==> config.mk <==
export PLATFORM = sky130hd
export DESIGN_NAME = b_skew_feeder_flat
export DESIGN_NICKNAME = d
export VERILOG_FILES = /design/src/rtl/b_skew_feeder_if.sv /design/src/rtl/b_skew_feeder.sv /design/src/flat_wrapper.sv
export SDC_FILE = /design/constraint.sdc
export NUM_CORES = 1
export LEC_CHECK = 0
export ABC_CLOCK_PERIOD_IN_PS = 2300
export CAP_MARGIN = 30
export CORE_MARGIN = 2
export CORE_UTILIZATION = 52
export DETAILED_ROUTE_END_ITERATION = 7
export PLACE_DENSITY = 0.82
export SLEW_MARGIN = 0
export SYNTH_ARGS = -nofsm -noshare
export SYNTH_HDL_FRONTEND = slang
export SYNTH_SLANG_ARGS = --single-unit
==> constraint.sdc <==
create_clock -name clk -period 2.3 [get_ports clk]
set_clock_uncertainty 0.15 [all_clocks]
set_input_delay 0.23 -clock clk [delete_from_list [all_inputs] [get_ports clk]]
set_output_delay 0.23 -clock clk [all_outputs]
set_load 0.01 [all_outputs]
==> src/rtl/b_skew_feeder_if.sv <==
// Beat input stream for the skew feeder: valid/ready handshake plus an S-lane data bus.
interface b_skew_feeder_if #(
    parameter int N = 8,
    parameter int S = 8
);
    logic           in_valid;
    logic           in_ready;
    logic [S*N-1:0] din;

    modport master (output in_valid, output din, input in_ready);
    modport slave  (input in_valid, input din, output in_ready);
endinterface

==> src/rtl/b_skew_feeder.sv <==
// Systolic B-operand feeder: skews S lanes diagonally, flushes with zeros, pulses done.
//
// state | meaning
// ------+---------------------------------------------------------------
// IDLE  | waiting for start; B0 holds the last job's final vector
// LOAD  | accepting K beats; each accepted beat advances every lane chain
// FLUSH | S-1 zero-injecting advances, then one quiet cycle before done
//
// The quiet cycle at the end of FLUSH lets the last b_valid cycle finish
// before done rises, so done never overlaps b_valid, and a start taken in
// the cycle after done cannot put sn on top of done.
module b_skew_feeder #(
    parameter int N  = 8,
    parameter int S  = 8,
    parameter int K  = 8,
    parameter int CW = 8
) (
    input  logic           clk,
    input  logic           rst,
    input  logic           start,
    b_skew_feeder_if.slave bus,
    output logic [S*N-1:0] B0,
    output logic           b_valid,
    output logic           sn,
    output logic           busy,
    output logic           done
);

    typedef enum logic [1:0] {
        IDLE  = 2'd0,
        LOAD  = 2'd1,
        FLUSH = 2'd2
    } state_t;

    localparam logic [CW-1:0] K_LAST    = CW'(K - 1);
    localparam logic [CW-1:0] FLUSH_LEN = CW'(S - 1);

    state_t        state;
    logic [CW-1:0] beat_cnt;
    logic [CW-1:0] flush_cnt;
    logic          advance;
    logic          clr;

    assign advance      = ((state == LOAD) && bus.in_valid) ||
                          ((state == FLUSH) && (flush_cnt != '0));
    assign clr          = (state == IDLE) && start;
    assign bus.in_ready = (state == LOAD);
    assign busy         = (state != IDLE);

    // Sequencer: beat counting, flush down-counter and registered strobes.
    always_ff @(posedge clk or negedge rst) begin
        if (!rst) begin
            state     <= IDLE;
            beat_cnt  <= '0;
            flush_cnt <= '0;
            sn        <= 1'b0;
            done      <= 1'b0;
            b_valid   <= 1'b0;
        end else begin
            sn      <= 1'b0;
            done    <= 1'b0;
            b_valid <= advance;
            case (state)
                IDLE: begin
                    if (start) begin
                        state     <= LOAD;
                        beat_cnt  <= '0;
                        flush_cnt <= '0;
                        sn        <= 1'b1;
                    end
                end
                LOAD: begin
                    if (bus.in_valid) begin
                        beat_cnt <= beat_cnt + CW'(1);
                        if (beat_cnt == K_LAST) begin
                            state     <= FLUSH;
                            flush_cnt <= FLUSH_LEN;
                        end
                    end
                end
                FLUSH: begin
                    if (flush_cnt != '0) begin
                        flush_cnt <= flush_cnt - CW'(1);
                    end else begin
                        state <= IDLE;
                        done  <= 1'b1;
                    end
                end
                default: state <= IDLE;
            endcase
        end
    end

    for (genvar j = 0; j < S; j++) begin : g_lane
        logic [N-1:0] chain [0:j];
        logic [N-1:0] head;

        assign head = (state == LOAD) ? bus.din[(S-j)*N-1 -: N] : '0;

        // Lane j delay line: j+1 stages, shifted only on an advance.
        always_ff @(posedge clk or negedge rst) begin
            if (!rst) begin
                for (int k = 0; k <= j; k++) chain[k] <= '0;
            end else if (clr) begin
                for (int k = 0; k <= j; k++) chain[k] <= '0;
            end else if (advance) begin
                chain[0] <= head;
                for (int k = 1; k <= j; k++) chain[k] <= chain[k-1];
            end
        end

        assign B0[(S-j)*N-1 -: N] = chain[j];
    end

endmodule

==> src/flat_wrapper.sv <==
// flat-port wrapper written by rule: the top's interface ports become plain ports
module b_skew_feeder_flat 
#(
    parameter int N  = 8,
    parameter int S  = 8,
    parameter int K  = 8,
    parameter int CW = 8
)
  (clk, rst, start, B0, b_valid, sn, busy, done, bus_in_valid, bus_din, bus_in_ready);
  b_skew_feeder_if #(.N(N), .S(S)) bus_i ();
  input  logic clk;
  input  logic rst;
  input  logic start;
  output logic [S*N-1:0] B0;
  output logic b_valid;
  output logic sn;
  output logic busy;
  output logic done;
  input wire logic [$bits(bus_i.in_valid)-1:0] bus_in_valid;
  input wire logic [$bits(bus_i.din)-1:0] bus_din;
  output wire logic [$bits(bus_i.in_ready)-1:0] bus_in_ready;
  assign bus_i.in_valid = bus_in_valid;
  assign bus_i.din = bus_din;
  assign bus_in_ready = bus_i.in_ready;
  b_skew_feeder #(.N(N), .S(S), .K(K), .CW(CW)) u_core (.clk(clk), .rst(rst), .start(start), .bus(bus_i), .B0(B0), .b_valid(b_valid), .sn(sn), .busy(busy), .done(done));
endmodule
==> summary.txt <==
status -> finished with violations
Root Buffer -> clkbuf_16
Pins Over Slew Limit -> 0
critical path required time -> 2570 ps
crit end category -> flip-flop
Reg power frac -> 35.2%
# H-tree levels -> 2
post-DR wirelength/cell -> 19.79 um
worst-skew pair later-pin latency -> 510 ps
setup ws final -> -58.91 ps
site row count -> 60
final setup violation count -> 32
Total Wirelength -> 37.49 mm
antenna violations before repair -> 1
Hold WC Path Type -> input port to flip-flop
CP Launch Type -> flip-flop
Total GRT Usage -> 23.14%
DRT iter0 DRCs -> 1454
crit-path max FO -> 12
Worst IR Drop VDD -> 0.8207 mV
setup TNS -> -601.9 ps
CP top delay family -> buffers and inverters
vias in the first global route -> 10990
top-area cell type share of the netlist area -> 54.22%
Post-Syn Instances -> 1514
nets -> 1609
logic gate share of total power -> 41.9%
Initial Utilization -> 52.92%
Tot Pwr -> 23300 uW
RSZ-0062 raised after global routing -> yes
Post-synth top flop -> dfrtp_1
Area after DPL -> 15550 um^2
Worst Tran Pin Value -> 555.2 ps
WP buf/inv -> 4
leading cell types by count after synthesis -> dfrtp_1 (309), nand3_1 (297), a21oi_1 (290), o21ai_0 (224), clkbuf_1 (123)
Synth Warn # -> 0
Placer Congestion -> 0.7858
Die W -> 169.6 um
Yosys cell types -> 43
drt drc -> 0
#FFs+latches synth -> 309
crit-path max cell delay -> 500 ps
drt via density -> 6.426
largest net degree at the start of global routing -> 109
die area -> 28770 um^2
cell repeated most along the worst path -> clkbuf_16
Area Growth Syn to Fin -> 22.76%
Cell Chain, Critical Path -> inv_2 > ha_1 > or4b_4 > o21ai_4 > buf_12 > clkbuf_16 > clkbuf_16 > nand3_1 > a21oi_1
P_int -> 14310 uW
I/O Buffers -> 136
Cell Area, Synth -> 14260 um^2
antenna-violating nets left -> 0
average size of a mapped cell -> 9.420 um^2
pwr dens -> 1331 nW/um^2
final hold vios -> 0
Final Cycle Share -> 102.6%
Slew HR -> 62.98%
failing checks -> setup timing
Syn Nets -> 1590
DR vias -> 12170
top cells by area, synth -> dfrtp_1 (54%), nand3_1 (10%), a21oi_1 (10%)
Pre-antenna DRT Iters -> 5
grt ovf -> 0
core area -> 26950 um^2
CTS clk-pin slew, worst paths -> 60 ps
maxcap violations -> 0
final instance area -> 17510 um^2
P_leak -> 0.007146 uW
clock network power share -> 22.9%
num ports -> 137
Longest Clk Path Bufs -> 3
CTS tree -> built
EDFF count, synth -> 0
net switching power figure -> 8991 uW
Final HPWL DP -> 18.99 mm
global-route wire length before repair -> 55.48 mm
kind of critical path -> flip-flop to flip-flop
FMAX -> 0.4239 GHz
total CTS buffers -> 34
most frequent cell after synthesis -> dfrtp_1
share of layout cells above drive strength 1 -> 13.79%
Die Y -> 169.6 um
Slowest cell on crit path -> or4b_4
worst path arrival time -> 2630 ps
sw frac -> 38.59%
biggest area consumer among synthesized cells -> dfrtp_1
Seq/Total Area, Yosys -> 54.22%
ys async rst share -> 100.0%
clock sinks -> 309
Final min period -> 2359 ps
## logic make-up after synthesis
family	after synthesis	share of synthesized area [%]
AO/OA/AOI/OAI	601	23.09
XOR/XNOR	4	0.2456
adder cells (fa/ha/maj)	8	0.7018
buffers and inverters	240	8.896
flip-flops	309	54.22
multiplexers	5	0.3772
AND/OR/NAND/NOR	347	12.47
## flip-flops by register name (all words and copies together), names as in the netlist
name and flops:
u_core.flush_cnt 8, u_core.g_lane.chain 232, u_core.b_valid 1, u_core.B0 56
u_core.done 1, u_core.state 2, u_core.beat_cnt 8, u_core.sn 1
## layer usage
layer / vias to the layer above / track usage (%) / part of all wire (%)
met1: 6173 / 33.11 / 41
met4: 0 / 8.101 / 3.1
li1: 5438 / - / -
met2: 470 / 36.22 / 50
met5: - / 0 / 0
met3: 90 / 3.568 / 6.0
## area by class of cell
cell class	instances	area [um^2]
Multi-Input combinational cell	965	5595
Clock buffer	47	980.9
Fill cell	1994	9443
Antenna cell	1	2.502
Inverter	9	33.78
Tap cell	341	426.7
Sequential cell	309	7732
Timing Repair Buffer	214	2635
Clock inverter	8	101.3
## power groups by stage
| stage | Sequential [uW] | Clock, uW | Combinational (uW) |
|---|---|---|---|
| finish | 8210 | 5340 | 9750 |
| global route | 8390 | 5610 | 10500 |
| CTS | 8100 | 5390 | 8130 |
| detailed placement | 8160 | 0 | 7940 |
| global placement | 8080 | 0 | 7740 |
| floorplan | 7930 | 0 | 5760 |
## layout by cell type (no fill, tap or decap), types with 3 or more instances in the layout
cell type	n
and2_4	3
o21ai_1	27
buf_6	9
nand3_1	282
buf_12	22
nor3_1	5
clkbuf_1	6
buf_16	7
a21oi_2	38
nand3_2	8
ha_1	5
o211ai_1	51
buf_4	26
clkbuf_8	6
inv_1	7
o211ai_2	14
nand2_1	6
mux2_2	3
a32o_1	4
dfrtp_1	309
clkdlybuf4s50_1	133
or3_1	4
clkbuf_16	48
o21ai_0	203
nor4_1	3
clkinv_2	3
nor2_1	11
xnor2_1	4
nand4_1	3
nand3_4	7
a21oi_1	252
## repair_timing
| action | in CTS | in global routing |
|---|---|---|
| gates resized for setup | 9 | 90 |
| pin swaps | 0 | 15 |
| setup buffers | 1 | 7 |
| gates cloned | 1 | 20 |
| setup endpoints to repair | 8 | 246 |
| endpoints found under the hold margin | 258 | 0 |
| hold buffers | 1 | 0 |
## tightest hold or removal path: stages
cell and delay (ps):
buf_4 170, o211ai_2 180, a21oi_1 60
## per-stage QoR
step                      utilization, %  setup WS, ps  hold slack, ps  cells
after floorplan                        -         56.81          -215.6   1514
after global placement             57.69         45.84           47.22   1808
after detailed placement           57.69        -24.32           58.92   1808
after CTS                          61.97         13.87           28.46   1866
after global routing               64.96        -107.8           59.01   1894
final                              64.96        -58.91           38.70   1894
## path summary, 6_finish.rpt
kind                       slack (ps)                    endpoint  cells past startpoint                        from
min                                40  u_core.g_lane[1].chain[15]                      3                bus_in_valid
max reg2reg                       -60  u_core.g_lane[4].chain[29]                      9         u_core.flush_cnt[0]
max                               -60  u_core.g_lane[4].chain[29]                      9         u_core.flush_cnt[0]
max in group asynchronous        1130  u_core.g_lane[4].chain[12]                      3                         rst
min in group asynchronous         110   u_core.g_lane[1].chain[8]                      2                         rst
min reg2reg                       380  u_core.g_lane[7].chain[12]                      2  u_core.g_lane[7].chain[12]
(Power assumes the default switching activity.)
